**src/rtl/svi_data_sink.sv**
```systemverilog
// Receive-side sink for the 8-bit interface bus: valid/ready FIFO with registered
// read port, plus accepted-word count, error count and sticky mismatch flag.
module svi_data_sink #(
  parameter int                 DATA_W  = 8,
  parameter int                 DEPTH   = 4,
  parameter logic [DATA_W-1:0]  EXP_VAL = 8'hFF,
  parameter int                 CNT_W   = 16,
  localparam int                AW      = $clog2(DEPTH),
  localparam int                CW      = AW + 1
) (
  input  logic              i_clk,
  input  logic              i_rst,
  input  logic              i_valid,
  input  logic [DATA_W-1:0] i_data,
  output logic              o_ready,
  input  logic              i_rd_en,
  output logic [DATA_W-1:0] o_a,
  output logic              o_a_valid,
  output logic              o_empty,
  output logic              o_full,
  output logic [CW-1:0]     o_count,
  output logic [CNT_W-1:0]  o_word_cnt,
  output logic [7:0]        o_err_cnt,
  output logic              o_mismatch
);

  logic [DATA_W-1:0] mem_q [DEPTH];
  logic [AW-1:0]     wr_ptr_q, wr_ptr_d;
  logic [AW-1:0]     rd_ptr_q, rd_ptr_d;
  logic [CW-1:0]     count_q, count_d;
  logic [DATA_W-1:0] a_q, a_d;
  logic              a_valid_q, a_valid_d;
  logic [CNT_W-1:0]  word_cnt_q, word_cnt_d;
  logic [7:0]        err_cnt_q, err_cnt_d;
  logic              mismatch_q, mismatch_d;

  logic empty, full, push, pop;

  // Flags come only from the registered count, so ready never depends on i_rd_en.
  assign empty = (count_q == '0);
  assign full  = (count_q == CW'(DEPTH));
  assign push  = i_valid && !full;
  assign pop   = i_rd_en && !empty;

  always_comb begin
    wr_ptr_d    = wr_ptr_q;
    rd_ptr_d    = rd_ptr_q;
    count_d     = count_q;
    a_d         = a_q;
    a_valid_d   = 1'b0;
    word_cnt_d  = word_cnt_q;
    err_cnt_d   = err_cnt_q;
    mismatch_d  = mismatch_q;

    if (push) begin
      wr_ptr_d   = wr_ptr_q + AW'(1);
      word_cnt_d = word_cnt_q + CNT_W'(1);
      if (i_data != EXP_VAL) begin
        mismatch_d = 1'b1;
        if (err_cnt_q != 8'hFF) err_cnt_d = err_cnt_q + 8'd1;
      end
    end

    if (pop) begin
      rd_ptr_d  = rd_ptr_q + AW'(1);
      a_d       = mem_q[rd_ptr_q];
      a_valid_d = 1'b1;
    end

    case ({push, pop})
      2'b10:   count_d = count_q + CW'(1);
      2'b01:   count_d = count_q - CW'(1);
      default: count_d = count_q;
    endcase
  end

  always_ff @(posedge i_clk) begin
    if (i_rst) begin
      wr_ptr_q   <= '0;
      rd_ptr_q   <= '0;
      count_q    <= '0;
      a_q        <= '0;
      a_valid_q  <= 1'b0;
      word_cnt_q <= '0;
      err_cnt_q  <= '0;
      mismatch_q <= 1'b0;
    end else begin
      wr_ptr_q   <= wr_ptr_d;
      rd_ptr_q   <= rd_ptr_d;
      count_q    <= count_d;
      a_q        <= a_d;
      a_valid_q  <= a_valid_d;
      word_cnt_q <= word_cnt_d;
      err_cnt_q  <= err_cnt_d;
      mismatch_q <= mismatch_d;
    end
  end

  // Storage is left uninitialised; a reset only discards it via the pointers.
  always_ff @(posedge i_clk) begin
    if (push) mem_q[wr_ptr_q] <= i_data;
  end

  assign o_ready    = !full;
  assign o_empty    = empty;
  assign o_full     = full;
  assign o_count    = count_q;
  assign o_a        = a_q;
  assign o_a_valid  = a_valid_q;
  assign o_word_cnt = word_cnt_q;
  assign o_err_cnt  = err_cnt_q;
  assign o_mismatch = mismatch_q;

endmodule

```
**config.mk**
```make
export PLATFORM = sky130hd
export DESIGN_NAME = svi_data_sink
export DESIGN_NICKNAME = d
export VERILOG_FILES = /design/src/rtl/svi_data_sink.sv
export SDC_FILE = /design/constraint.sdc
export NUM_CORES = 1
export LEC_CHECK = 0
export CAP_MARGIN = 20
export CORE_MARGIN = 1.5
export CORE_UTILIZATION = 54
export DETAILED_ROUTE_END_ITERATION = 10
export HOLD_SLACK_MARGIN = 0.06
export PLACE_DENSITY = 0.81
export SYNTH_ARGS = -nofsm -noshare
export SYNTH_HDL_FRONTEND = slang
export SYNTH_SLANG_ARGS = --single-unit
```
**constraint.sdc**
```tcl
create_clock -name i_clk -period 3.56 [get_ports i_clk]
set_clock_uncertainty 0.05 [all_clocks]
set_input_delay 0.534 -clock i_clk [delete_from_list [all_inputs] [get_ports i_clk]]
set_output_delay 0.534 -clock i_clk [all_outputs]
set_load 0.01 [all_outputs]
```
==> flow_summary.ini <==
[die]
die_area_sq_um = 6160
fp.dieW_um = 78.5
start_util_pct = 55.9
core-area_sq_um = 5510
dieHeight_um = 78.5
std_cell_rows = 27
ios = 52

[finish]
drive_above_1_share_pct = 10.7
final_core_util_pct = 69.1
antennaDiodeCount = 0
nets = 333
area_delta_synth_final_pct = 23.6

[worst_setup_path]
end_kind = flip-flop
path_class = input pin to flip-flop
start_kind = input pin
startpoint = i_rd_en
rr_worst_depth = 9
crit_cells = 9
crit_required_ns = 3.78
crit_chain = clkdlybuf4s50_1 > nand2b_1 > inv_1 > ha_1 > inv_1 > fa_1 > xor2_1 > or3_1 > a21oi_1
cpMostUsedCell = inv_1
reg2reg_to = o_count[2]$_SDFFE_PP0P_
cpMaxStageDelayCell = clkdlybuf4s50_1
reg2reg_from = o_count[2]$_SDFFE_PP0P_
endpoint = o_count[2]$_SDFFE_PP0P_
cp_top_family = buffers and inverters
rrSetupSlack_ns = 1.00
cp_max_fo = 11
crit_buf_inv = 3
slowest_delay_ns = 0.46
arrival_ns = 2.81

[clock_network]
clockRootBuffer = clkbuf_8
clock_latency_ns = 0.34
cts_tree = yes
cts.clk_slew.worst_paths_ns = 0.07
cts_setup_buffers = 0
cts_hold_buf = 0
htreeDepth = 3
cts.sinks = 73
cts_buffers = 9
cts_buffer_depth = 2
cts_repair_resize_count = 0

[pwr]
p_sw_uw = 638
power.density_nw_per_um2 = 578
worst_ir_drop_vdd_v = 0.000370
fin_total_pwr_mw = 2.20
switching_share_pct = 29.0
cellLeakagePower_nw = 1.30
clock_power_share_pct = 28.7
pwr-share-seq_pct = 48.4
comb_power_share_pct = 22.8
internal_power_mw = 1.56

[yosys]
synth_seq_cells = 73
ys_types = 43
seq_area_frac_synth_pct = 57.9
synth_area_sq_um = 3080
avgSynthCellArea_sq_um = 11.7
ys.warnings.count = 0
syn_inst = 262
syn_nets = 282

[placement]
io_buffers = 51
gp_congestion = 0.822
hpwl_mm = 4.02

[grt]
grt_busiest_layer = met2
use_met2_pct = 32.4
met3_usage_pct = 3.84
first_global_vias = 2018
met1_usage_pct = 27.3
grt_max_degree = 34
antenna_found_initial = 0
grt_overflow_total = 0
grt_util_all_layers_pct = 20.5
grt_pass1_wl_mm = 9.60

[detailed_routing]
viasPerCell = 5.47
route.detailed.drc = 0
wirelength_mm = 5.82
routed-via-count = 2134
wl_per_cell_um = 14.9
drt_iter0_markers = 98
first_pass_iters = 4
ant_nets = 0

[timing]
worst-slew-pin-transition_ns = 0.628
setup_violations = 0
slew_headroom_pct = 58.1
finalCritPeriodShare_pct = 72.6
timing.fmax_mhz = 387
tns_ns = 0
finalCriticalPeriod_ns = 2.59
hold_violations = 0
grt_setup_unrepaired = no
drv_slew = 0

[job]
cap_violations = 0

[run_status]
status = finished clean

[worst_hold_path]
holdCritPathClass = flip-flop to flip-flop
per-stage QoR:
| step | cell area (sq um) | instances | setup WS, ns | hold WS (ns) |
|---|---|---|---|---|
| 2_1_floorplan | 3080 | 262 | 1.20 | 0.419 |
| 3_3_place_gp | 3610 | 374 | 0.722 | 0.384 |
| 3_5_place_dp | 3610 | 374 | 0.623 | 0.390 |
| 4_1_cts | 3800 | 390 | 0.968 | 0.402 |
| 5_1_grt | 3800 | 390 | 0.782 | 0.451 |
| 6_report | 3800 | 390 | 0.974 | 0.401 |
layout make-up:
class / count / area, sq um
fillers: 419 / 1700
flip-flops and latches: 73 / 1780
clock buffers: 9 / 124
repair buffers: 53 / 526
multi-input cells: 165 / 1170
well taps: 72 / 90.1
inverters: 11 / 41.3
clock inverters: 7 / 70.1
cells in the final DEF (no fill, tap or decap), drive strengths merged, types with 9 or more instances in the layout:
master         count
clkdlybuf4s50     51
dfxtp             41
edfxtp            32
nand2             27
a21oi             25
nor2              17
inv               12
o21ai              9
xor2               9
clkbuf             9
nand3              9
sequential cells by signal (all words and copies together) (netlist names):
signal	cells
o_a	8
o_err_cnt	8
wr_ptr_q	2
rd_ptr_q	2
o_mismatch	1
o_word_cnt	16
o_a_valid	1
mem_q	32
o_count	3
worst min-delay path by stage:
stage	to	from	slack, ns	cells past startpoint
5_1_grt	o_a[4]$_SDFFE_PP0P_	o_a[4]$_SDFFE_PP0P_	0.45	2
6_report	o_mismatch$_SDFFE_PP0P_	o_mismatch$_SDFFE_PP0P_	0.40	2
4_1_cts	o_mismatch$_SDFFE_PP0P_	o_mismatch$_SDFFE_PP0P_	0.40	2
3_3_place_gp	o_mismatch$_SDFFE_PP0P_	o_mismatch$_SDFFE_PP0P_	0.38	2
3_5_place_dp	o_mismatch$_SDFFE_PP0P_	o_mismatch$_SDFFE_PP0P_	0.39	2
2_1_floorplan	wr_ptr_q[1]$_SDFFE_PP0P_	wr_ptr_q[1]$_SDFFE_PP0P_	0.42	2
logic make-up after synthesis:
group | after synthesis | synth area share (%)
XOR/XNOR | 13 | 3.70
AND/OR/NAND/NOR | 90 | 15.8
buffers and inverters | 24 | 4.06
adder cells (fa/ha/maj) | 8 | 3.50
multiplexers | 9 | 6.18
flip-flops | 73 | 57.9
AO/OA/AOI/OAI | 45 | 8.90
layer usage:
metal	vias to the layer above	part of all wire [%]
met5	-	0
met4	0	1.4
met3	8	3.2
met2	45	48
met1	1018	48
li1	1063	-
worst register-to-register path, cell delays in order (launching register included):
cell and delay (ns):
dfxtp_1 0.41, or3b_1 0.38, buf_4 0.21, nand2_1 0.19, ha_1 0.22, inv_1 0.06, fa_1 0.37, xor2_1 0.16
or3_1 0.31, a21oi_1 0.14
cell usage after synthesis, drive strengths merged:
| cell | n | area share [%] |
|---|---|---|
| or3b | 1 | 0.28 |
| dfxtp | 41 | 27 |
| or4b | 1 | 0.33 |
| o21ai | 9 | 1.5 |
| clkbuf | 4 | 0.49 |
| edfxtp | 32 | 31 |
| o311ai | 1 | 0.28 |
| nor3 | 3 | 0.49 |
| inv | 11 | 1.3 |
| o211ai | 2 | 0.94 |
| nor3b | 1 | 0.24 |
| xnor2 | 4 | 1.1 |
| nand3 | 9 | 1.9 |
| o221a | 1 | 0.37 |
| mux4 | 8 | 5.9 |
| nand4 | 6 | 1.2 |
| or4 | 5 | 1.2 |
| o2111ai | 1 | 0.28 |
| nand2 | 27 | 3.4 |
| a21oi | 25 | 4.1 |
| nor2 | 17 | 2.1 |
| nand2b | 2 | 0.65 |
| ha | 7 | 2.8 |
| and4 | 2 | 0.65 |
| o41ai | 1 | 0.28 |
| fa | 1 | 0.65 |
| or3 | 8 | 1.7 |
| buf | 8 | 2.0 |
| xor2 | 9 | 2.6 |
| mux2i | 1 | 0.33 |
| dlygate4sd1 | 1 | 0.28 |
| o31ai | 5 | 1.2 |
| and3 | 8 | 1.7 |
power groups by stage:
stage / clock [mW] / combinational, mW / sequential [mW]
2_1_floorplan: 0 / 0.330 / 1.06
3_3_place_gp: 0 / 0.493 / 1.08
3_5_place_dp: 0 / 0.505 / 1.09
4_1_cts: 0.642 / 0.507 / 1.07
5_1_grt: 0.673 / 0.557 / 1.08
6_report: 0.632 / 0.502 / 1.07
Note: power is estimated with default switching activity, not from simulation.
